### config.mk
export PLATFORM = sky130hd
export DESIGN_NAME = muldiv_unit
export DESIGN_NICKNAME = d
export VERILOG_FILES = /design/src/rtl/muldiv_unit.sv
export SDC_FILE = /design/constraint.sdc
export NUM_CORES = 1
export LEC_CHECK = 0
export BUFFER_PORTS_ARGS = -buffer_cell sky130_fd_sc_hd__buf_2
export CAP_MARGIN = 20
export CORE_UTILIZATION = 30
export DETAILED_ROUTE_END_ITERATION = 8
export HOLD_SLACK_MARGIN = 0.03
export PLACE_DENSITY_LB_ADDON = 0.08
export SLEW_MARGIN = 20
export SYNTH_ARGS = -nofsm -noshare
export SYNTH_HDL_FRONTEND = slang
export SYNTH_SLANG_ARGS = --single-unit
export TNS_END_PERCENT = 50
### constraint.sdc
create_clock -name clock -period 9.4 [get_ports clock]
set_clock_uncertainty 0.05 [all_clocks]
set_input_delay 0.47 -clock clock [delete_from_list [all_inputs] [get_ports clock]]
set_output_delay 0.47 -clock clock [all_outputs]
set_load 0.005 [all_outputs]
### src/rtl/muldiv_unit.sv
// Iterative multiply/divide unit owning the HI/LO registers.
// One result bit per cycle: shift-add multiply, restoring divide, then a sign-fixup cycle.
module muldiv_unit #(
    parameter int unsigned WIDTH = 32
) (
    input  logic             clock,
    input  logic             reset,
    input  logic             start,
    input  logic [1:0]       op,
    input  logic [WIDTH-1:0] a,
    input  logic [WIDTH-1:0] b,
    input  logic             hi_we,
    input  logic             lo_we,
    input  logic [WIDTH-1:0] wdata,
    output logic             busy,
    output logic             done,
    output logic             div_by_zero,
    output logic [WIDTH-1:0] hi,
    output logic [WIDTH-1:0] lo
);

    localparam int unsigned W2 = 2 * WIDTH;
    localparam int unsigned CW = $clog2(WIDTH);
    localparam logic [CW-1:0] LastCount = CW'(WIDTH - 1);

    typedef enum logic [1:0] {StIdle, StRun, StFix} state_e;

    state_e           state_q;
    logic [1:0]       op_q;
    logic [CW-1:0]    count_q;
    logic [W2-1:0]    acc_q;
    logic [WIDTH-1:0] mcand_q;
    logic             neg_lo_q;
    logic             neg_hi_q;
    logic             dbz_pend_q;
    logic             done_q;
    logic             dbz_q;
    logic [WIDTH-1:0] hi_q;
    logic [WIDTH-1:0] lo_q;

    logic             sign_a;
    logic             sign_b;
    logic [WIDTH-1:0] abs_a;
    logic [WIDTH-1:0] abs_b;
    logic [WIDTH:0]   mul_sum;
    logic [W2-1:0]    mul_next;
    logic [WIDTH:0]   div_shift;
    logic [WIDTH+1:0] div_diff;
    logic [W2-1:0]    div_next;
    logic [W2-1:0]    prod_fix;
    logic [WIDTH-1:0] quot_fix;
    logic [WIDTH-1:0] rem_fix;

    always_comb begin
        sign_a = ~op[0] & a[WIDTH-1];
        sign_b = ~op[0] & b[WIDTH-1];
        abs_a  = sign_a ? -a : a;
        abs_b  = sign_b ? -b : b;

        // Multiply: acc = {partial product, remaining multiplier bits}
        mul_sum  = {1'b0, acc_q[W2-1:WIDTH]} + {1'b0, mcand_q};
        mul_next = acc_q[0] ? {mul_sum, acc_q[WIDTH-1:1]} : {1'b0, acc_q[W2-1:1]};

        // Divide: acc = {partial remainder, dividend/quotient bits}
        div_shift = {acc_q[W2-1:WIDTH], acc_q[WIDTH-1]};
        div_diff  = {1'b0, div_shift} - {2'b00, mcand_q};
        div_next  = div_diff[WIDTH+1] ? {div_shift[WIDTH-1:0], acc_q[WIDTH-2:0], 1'b0}
                                      : {div_diff[WIDTH-1:0], acc_q[WIDTH-2:0], 1'b1};

        prod_fix = neg_lo_q ? -acc_q : acc_q;
        quot_fix = neg_lo_q ? -acc_q[WIDTH-1:0] : acc_q[WIDTH-1:0];
        rem_fix  = neg_hi_q ? -acc_q[W2-1:WIDTH] : acc_q[W2-1:WIDTH];
    end

    always_ff @(posedge clock or posedge reset) begin
        if (reset) begin
            state_q    <= StIdle;
            op_q       <= 2'b00;
            count_q    <= '0;
            acc_q      <= '0;
            mcand_q    <= '0;
            neg_lo_q   <= 1'b0;
            neg_hi_q   <= 1'b0;
            dbz_pend_q <= 1'b0;
            done_q     <= 1'b0;
            dbz_q      <= 1'b0;
            hi_q       <= '0;
            lo_q       <= '0;
        end else begin
            done_q <= 1'b0;
            case (state_q)
                StIdle: begin
                    if (hi_we) hi_q <= wdata;
                    if (lo_we) lo_q <= wdata;
                    if (start) begin
                        op_q    <= op;
                        count_q <= '0;
                        if (op[1] && (b == '0)) begin
                            // Divide by zero skips straight to FIX with the result preloaded
                            state_q    <= StFix;
                            dbz_pend_q <= 1'b1;
                            acc_q      <= {a, {WIDTH{1'b1}}};
                            mcand_q    <= '0;
                            neg_lo_q   <= 1'b0;
                            neg_hi_q   <= 1'b0;
                        end else begin
                            state_q    <= StRun;
                            dbz_pend_q <= 1'b0;
                            neg_lo_q   <= sign_a ^ sign_b;
                            neg_hi_q   <= sign_a;
                            if (op[1]) begin
                                acc_q   <= {{WIDTH{1'b0}}, abs_a};
                                mcand_q <= abs_b;
                            end else begin
                                acc_q   <= {{WIDTH{1'b0}}, abs_b};
                                mcand_q <= abs_a;
                            end
                        end
                    end
                end
                StRun: begin
                    acc_q   <= op_q[1] ? div_next : mul_next;
                    count_q <= count_q + 1'b1;
                    if (count_q == LastCount) state_q <= StFix;
                end
                StFix: begin
                    if (op_q[1]) begin
                        hi_q <= rem_fix;
                        lo_q <= quot_fix;
                    end else begin
                        hi_q <= prod_fix[W2-1:WIDTH];
                        lo_q <= prod_fix[WIDTH-1:0];
                    end
                    done_q  <= 1'b1;
                    dbz_q   <= dbz_pend_q;
                    state_q <= StIdle;
                end
                default: state_q <= StIdle;
            endcase
        end
    end

    assign busy        = (state_q != StIdle);
    assign done        = done_q;
    assign div_by_zero = dbz_q;
    assign hi          = hi_q;
    assign lo          = lo_q;

endmodule
# After elaboration in Yosys (flattened, before gate mapping)
# Cells that the tools add are included.
# Widths: inputs -> output; s select.
dict set report op_classes {
  addsub 8
  eq_ne 7
  mux 30
  bitwise_logic 4
  n_reduce_logical 11
}
# op n
set ops {}
lappend ops {{$mux 64} 6}
lappend ops {{$mux 32} 11}
lappend ops {{$neg 32->32} 4}
lappend ops {{$pmux 32 s2} 2}
lappend ops {{$pmux 64 s2} 1}
lappend ops {{$neg 64->64} 1}
lappend ops {{$sub 33x32->34} 1}
lappend ops {{$add 32x32->33} 1}
lappend ops {{$logic_not 32->1} 1}
lappend ops {{$pmux 5 s2} 1}
lappend ops {{$reduce_and 2->1} 5}
lappend ops {{$ne 2x2->1 const B} 4}
lappend ops {{$mux 2} 3}
lappend ops {{$reduce_bool 2->1} 3}
lappend ops {{$add 5x1->5 const B} 1}
lappend ops {{$eq 5x5->1 const B} 1}
lappend ops {{$mux 5} 1}
lappend ops {{$mux 1} 4}
lappend ops {{$pmux 2 s2} 1}
lappend ops {{$and 1x1->1} 2}
lappend ops {{$eq 2x1->1 const B} 1}
lappend ops {{$eq 2x2->1 const B} 1}
lappend ops {{$logic_not 2->1} 1}
lappend ops {{$logic_and 1x1->1} 1}
lappend ops {{other kinds (2)} 2}
dict set report word_totals {
  regBits 174
  input_bits 103
  wordCells 72
}

# Logic depth before layout (Yosys ltp)
dict set report logic_depth {
  word_depth 7
  ltp_mapped 14
  mapped_depth_nobuf 12
}

# Worst setup path before layout
# Ideal clock, no wire load.
dict set report synth_path {
  kind {register -> register}
  startpoint {register acc_q[32]}
  endpoint {register acc_q[57]}
  setup_ns 0.138
  t_arrival_ns 3.251
  t_required_ns 9.212
  slack_ns 5.961
  stages_incl_launch_ff 12
  path_cell_list {dfrtp_1 ha_1 fa_1 a211oi_1 o21bai_1 o221ai_1 o211ai_1 a2111oi_2 o311ai_1 xor2_1 a2111oi_0 a21oi_1}
}
dict set report synth_via {
  elab_chain_len 4
  word_cells_on_any_way 6
  classes_between {2 x add/sub; 4 x mux}
}
# element line_no
set synth_rtl {}
lappend synth_rtl {{start, declared} 31} ;# logic [W2-1:0] acc_q;
lappend synth_rtl {{start signal, assigned} 102} ;# acc_q <= {a, {WIDTH{1'b1}}};
lappend synth_rtl {{start signal, assigned} 112} ;# acc_q <= {{WIDTH{1'b0}}, abs_a};
lappend synth_rtl {{start signal, assigned} 115} ;# acc_q <= {{WIDTH{1'b0}}, abs_b};
lappend synth_rtl {{$sub 33x32->34 / $add 32x32->33 (equally long branches)} {66, 61}}
lappend synth_rtl {{$mux 64 (on tied branches)} {67, 62}}
lappend synth_rtl {{$mux 64 *} 122} ;# acc_q <= op_q[1] ? div_next : mul_next;
lappend synth_rtl {{$pmux 64 s2 *} 91} ;# case (state_q)
# Every way passes the cells marked *; elsewhere a longest branch is shown, timed or not.
# A chain may end at the register's enable or synchronous reset.

# Worst setup path after layout
# Same ends and word-level chain as after synthesis.

==> parameters.txt <==
Parameter                              Value

Outcome
  Run status    finished clean

Synth
  Synth Area per Inst    7.726 sq um
  Synth Cell Area    15260 sq um
  Proportion of register bits with asynchronous set or reset after synthesis    100.0%
  Share of synthesized cell area in full adder, half adder and majority cells    6.002%
  Post-synthesis share of cell area spent on xor and xnor gates    9.471%
  Synthesized-area fraction occupied by ao, oa, aoi and oai cells    28.36%
  Total of warnings raised by yosys    0
  Mux share of post-synthesis cell area    3.042%
  Synthesized net count    2150
  Post-Syn Instances    1975
  Fraction of the mapped netlist area in simple logic gates    19.89%
  Count of flip-flops with a built-in enable after synthesis    0
  Most frequently used flop master after synthesis    sky130_fd_sc_hd__dfrtp_1
  Total of flip-flops plus latches after synthesis    173
  Register area share after synthesis    28.37%
  Count of distinct cell types in the synthesized netlist    88
  Main combinational cell family by area after synthesis    compound AO/OA/AOI/OAI gates

GRT
  Number of antenna violations at the first check in global routing    1
  Pin count of the biggest net entering global routing    118
  Global-route wire length before repair    96500 microns
  Residual overflow from global routing    0
  Vias in the first global route    14630
  Global router's overall resource usage    25.72%

Clock network
  Max clock buf depth    2
  Buffers inserted by post-CTS timing repair    0
  CTS Hold Bufs    0
  Clock latency of the later-clocked register in the worst-skew pair    500 ps
  TritonCTS Buffers    17
  Root Buffer    sky130_fd_sc_hd__clkbuf_16
  CTS sink cnt    173
  Clk pin slew, worst setup/hold paths    80 ps
  Clock tree from TritonCTS    done
  CTS-repair resized insts    0
  Number of H-tree levels    4

Critical path
  CP Buf/Inv Count    0
  Family with the most delay on the worst path    compound AO/OA/AOI/OAI gates
  Startpoint Class    flop
  Worst setup path class    flop to flop
  Worst stage delay on the critical path    600 ps
  Launching point of the worst reg2reg path    acc_q[32]
  CP Data Arrival Time    4610 ps
  Critical path origin    acc_q[32]
  CP Cell Sequence    ha_1 -> fa_1 -> a211oi_1 -> o21bai_1 -> o221ai_1 -> o211ai_1 -> a2111oi_2 -> o311ai_1 -> xor2_1 -> a2111oi_0 -> a21oi_1
  CP max FO    7
  Data required time at the worst endpoint    9720 ps
  Kind of capture point of the worst setup path    flop
  Slowest stage cell, crit path    sky130_fd_sc_hd__a2111oi_2

Route
  Detailed-router iteration count before antenna repair    5
  Violation count after the first detailed-routing iteration    1252
  Detailed-route DRC error count    0
  Final routed wirelength across all metal layers    66700 microns
  Detailed-route wire length per cell    24.25 microns
  Vias per Instance    5.638
  Via total after detailed routing    15510
  Post-DRT Antenna Nets    0

STA
  Share of the clock period used by the worst path    45.61%
  Max-slew violation count    0
  Period minus WS final    4287 ps
  Final-layout setup total negative slack    0 ps
  Setup repair after global routing missed its margin    no
  Slew @ Worst Pin    953.6 ps
  Maximum achievable frequency    233.2 MHz
  Post-route worst hold slack    101.5 ps
  Setup violation total in the final timing report    0
  Hold violation count in the final report    0
  Normalized max-slew margin    36.43%

Placed design
  Dpl cell area    16730 sq um
  IO buf count    169
  Routability Congestion    0.9157
  Count of placed standard cells including taps    2718
  HPWL reported at the end of detailed placement    50760 microns

Power and ir drop
  Maximum vdd drop    0.1530 mV
  Switching component of the power    3.771 mW
  Clock group share of total power    10.2%
  Sequential Power Share    23.2%
  Leakage power    7.270 nW
  Combinational share of power    66.6%
  Internal power consumption    3.432 mW
  Power per Cell Area    416.4 nW/um^2
  Proportion of total power due to net switching    52.36%

Layout
  Area growth syn-to-layout    13.39%
  Layout Cell Area excl Fill    17300 sq um
  Fin cells    2750
  Most frequent standard cell in the layout excluding fill and tap cells    sky130_fd_sc_hd__nand2_1
  Final net count    2240
  Fin util    34.49%
  Leading cell types in the layout, fill and taps excluded    sky130_fd_sc_hd__nand2_1 (239), sky130_fd_sc_hd__a21oi_1 (204), sky130_fd_sc_hd__dfrtp_1 (171)
  Share of post-route cells with drive strength above 1    14.40%

Die
  Initial core utilization    30.41%
  I/O pin count    170
  Horizontal die dimension    227.5 microns
  Total die area    51770 sq um
  Die height    227.5 microns
  Floorplan row count    82
  Floorplan Core Area    50170 sq um

Job
  Number of maximum-capacitance constraint violations    0

Hold path
  Path class of the lowest-slack min-delay path    input pin to asynchronous set/reset pin
Yosys cell counts, types with 33 or more instances:
master / number / area share (%)
sky130_fd_sc_hd__nand2_1: 240 / 5.9
sky130_fd_sc_hd__a21oi_1: 204 / 6.7
sky130_fd_sc_hd__dfrtp_1: 173 / 28
sky130_fd_sc_hd__nor2_1: 165 / 4.1
sky130_fd_sc_hd__clkbuf_1: 113 / 2.8
sky130_fd_sc_hd__o21ai_0: 111 / 3.6
sky130_fd_sc_hd__xnor2_1: 105 / 6.0
sky130_fd_sc_hd__o21ai_1: 71 / 2.3
sky130_fd_sc_hd__ha_1: 70 / 5.7
sky130_fd_sc_hd__inv_1: 61 / 1.5
sky130_fd_sc_hd__xor2_1: 60 / 3.4
sky130_fd_sc_hd__nor3_1: 42 / 1.4
sky130_fd_sc_hd__o31ai_1: 42 / 2.1
sky130_fd_sc_hd__a21o_1: 33 / 1.6
routing by layer:
metal / vias up / part of all wire (%) / track usage [%] / wire length, microns
met2: 513 / 46 / 41.71 / 30750
met3: 66 / 4.9 / 3.795 / 3292
met5: - / 0 / 0 / 0
met1: 7532 / 46 / 34.86 / 30950
li1: 7394 / - / - / -
met4: 0 / 2.6 / 8.378 / 1705
registers in the layout, indices dropped and copies added (netlist names), 2 cells and up:
| name | flops |
|---|---|
| acc_q | 64 |
| hi | 32 |
| lo | 32 |
| mcand_q | 32 |
| count_q | 5 |
| state_q | 2 |
cells by family after synthesis:
kind of cell               Yosys count
AOI/OAI and AO/OA                  686
and+or+nand+nor                    641
xor gates and xnor gates           165
DFF                                173
adders and majority gates           72
buffers and inverters              195
muxes                               43
worst paths after layout:
kind | end | slack [ps] | cells after the start
setup / recovery | acc_q[57] | 5110 | 11
hold / removal | hi[22] | 100 | 2
setup reg to reg | acc_q[57] | 5110 | 11
hold reg to reg | hi[2] | 420 | 2
max in group asynchronous | op_q[1] | 7780 | 3
min in group clock | hi[28] | 240 | 3
area by class of cell:
| cell class | count | area, sq um |
|---|---|---|
| clock buffer | 18 | 439.2 |
| multi-input combinational | 1607 | 10210 |
| tap | 672 | 840.8 |
| sequential | 173 | 4332 |
| fill | 5390 | 32870 |
| antenna | 1 | 2.502 |
| inverter | 62 | 240.2 |
| timing repair buffer | 204 | 1109 |
| clock inverter | 13 | 125.1 |
per-stage QoR:
| step | setup slack [ps] | power (mW) |
|---|---|---|
| 2_1_floorplan | 4192 | 4.904 |
| 3_3_place_gp | 5080 | 6.418 |
| 3_5_place_dp | 5083 | 6.406 |
| 4_1_cts | 5062 | 7.179 |
| 5_1_grt | 4811 | 7.792 |
| 6_report | 5113 | 7.204 |
power by group through the flow:
stage	registers (mW)	clock network, mW	logic, mW
2_1_floorplan	1.40	0	3.50
3_5_place_dp	1.68	0	4.73
5_1_grt	1.72	0.779	5.29
6_report	1.67	0.734	4.80
3_3_place_gp	1.67	0	4.75
4_1_cts	1.66	0.757	4.76
(Power assumes the default switching activity.)
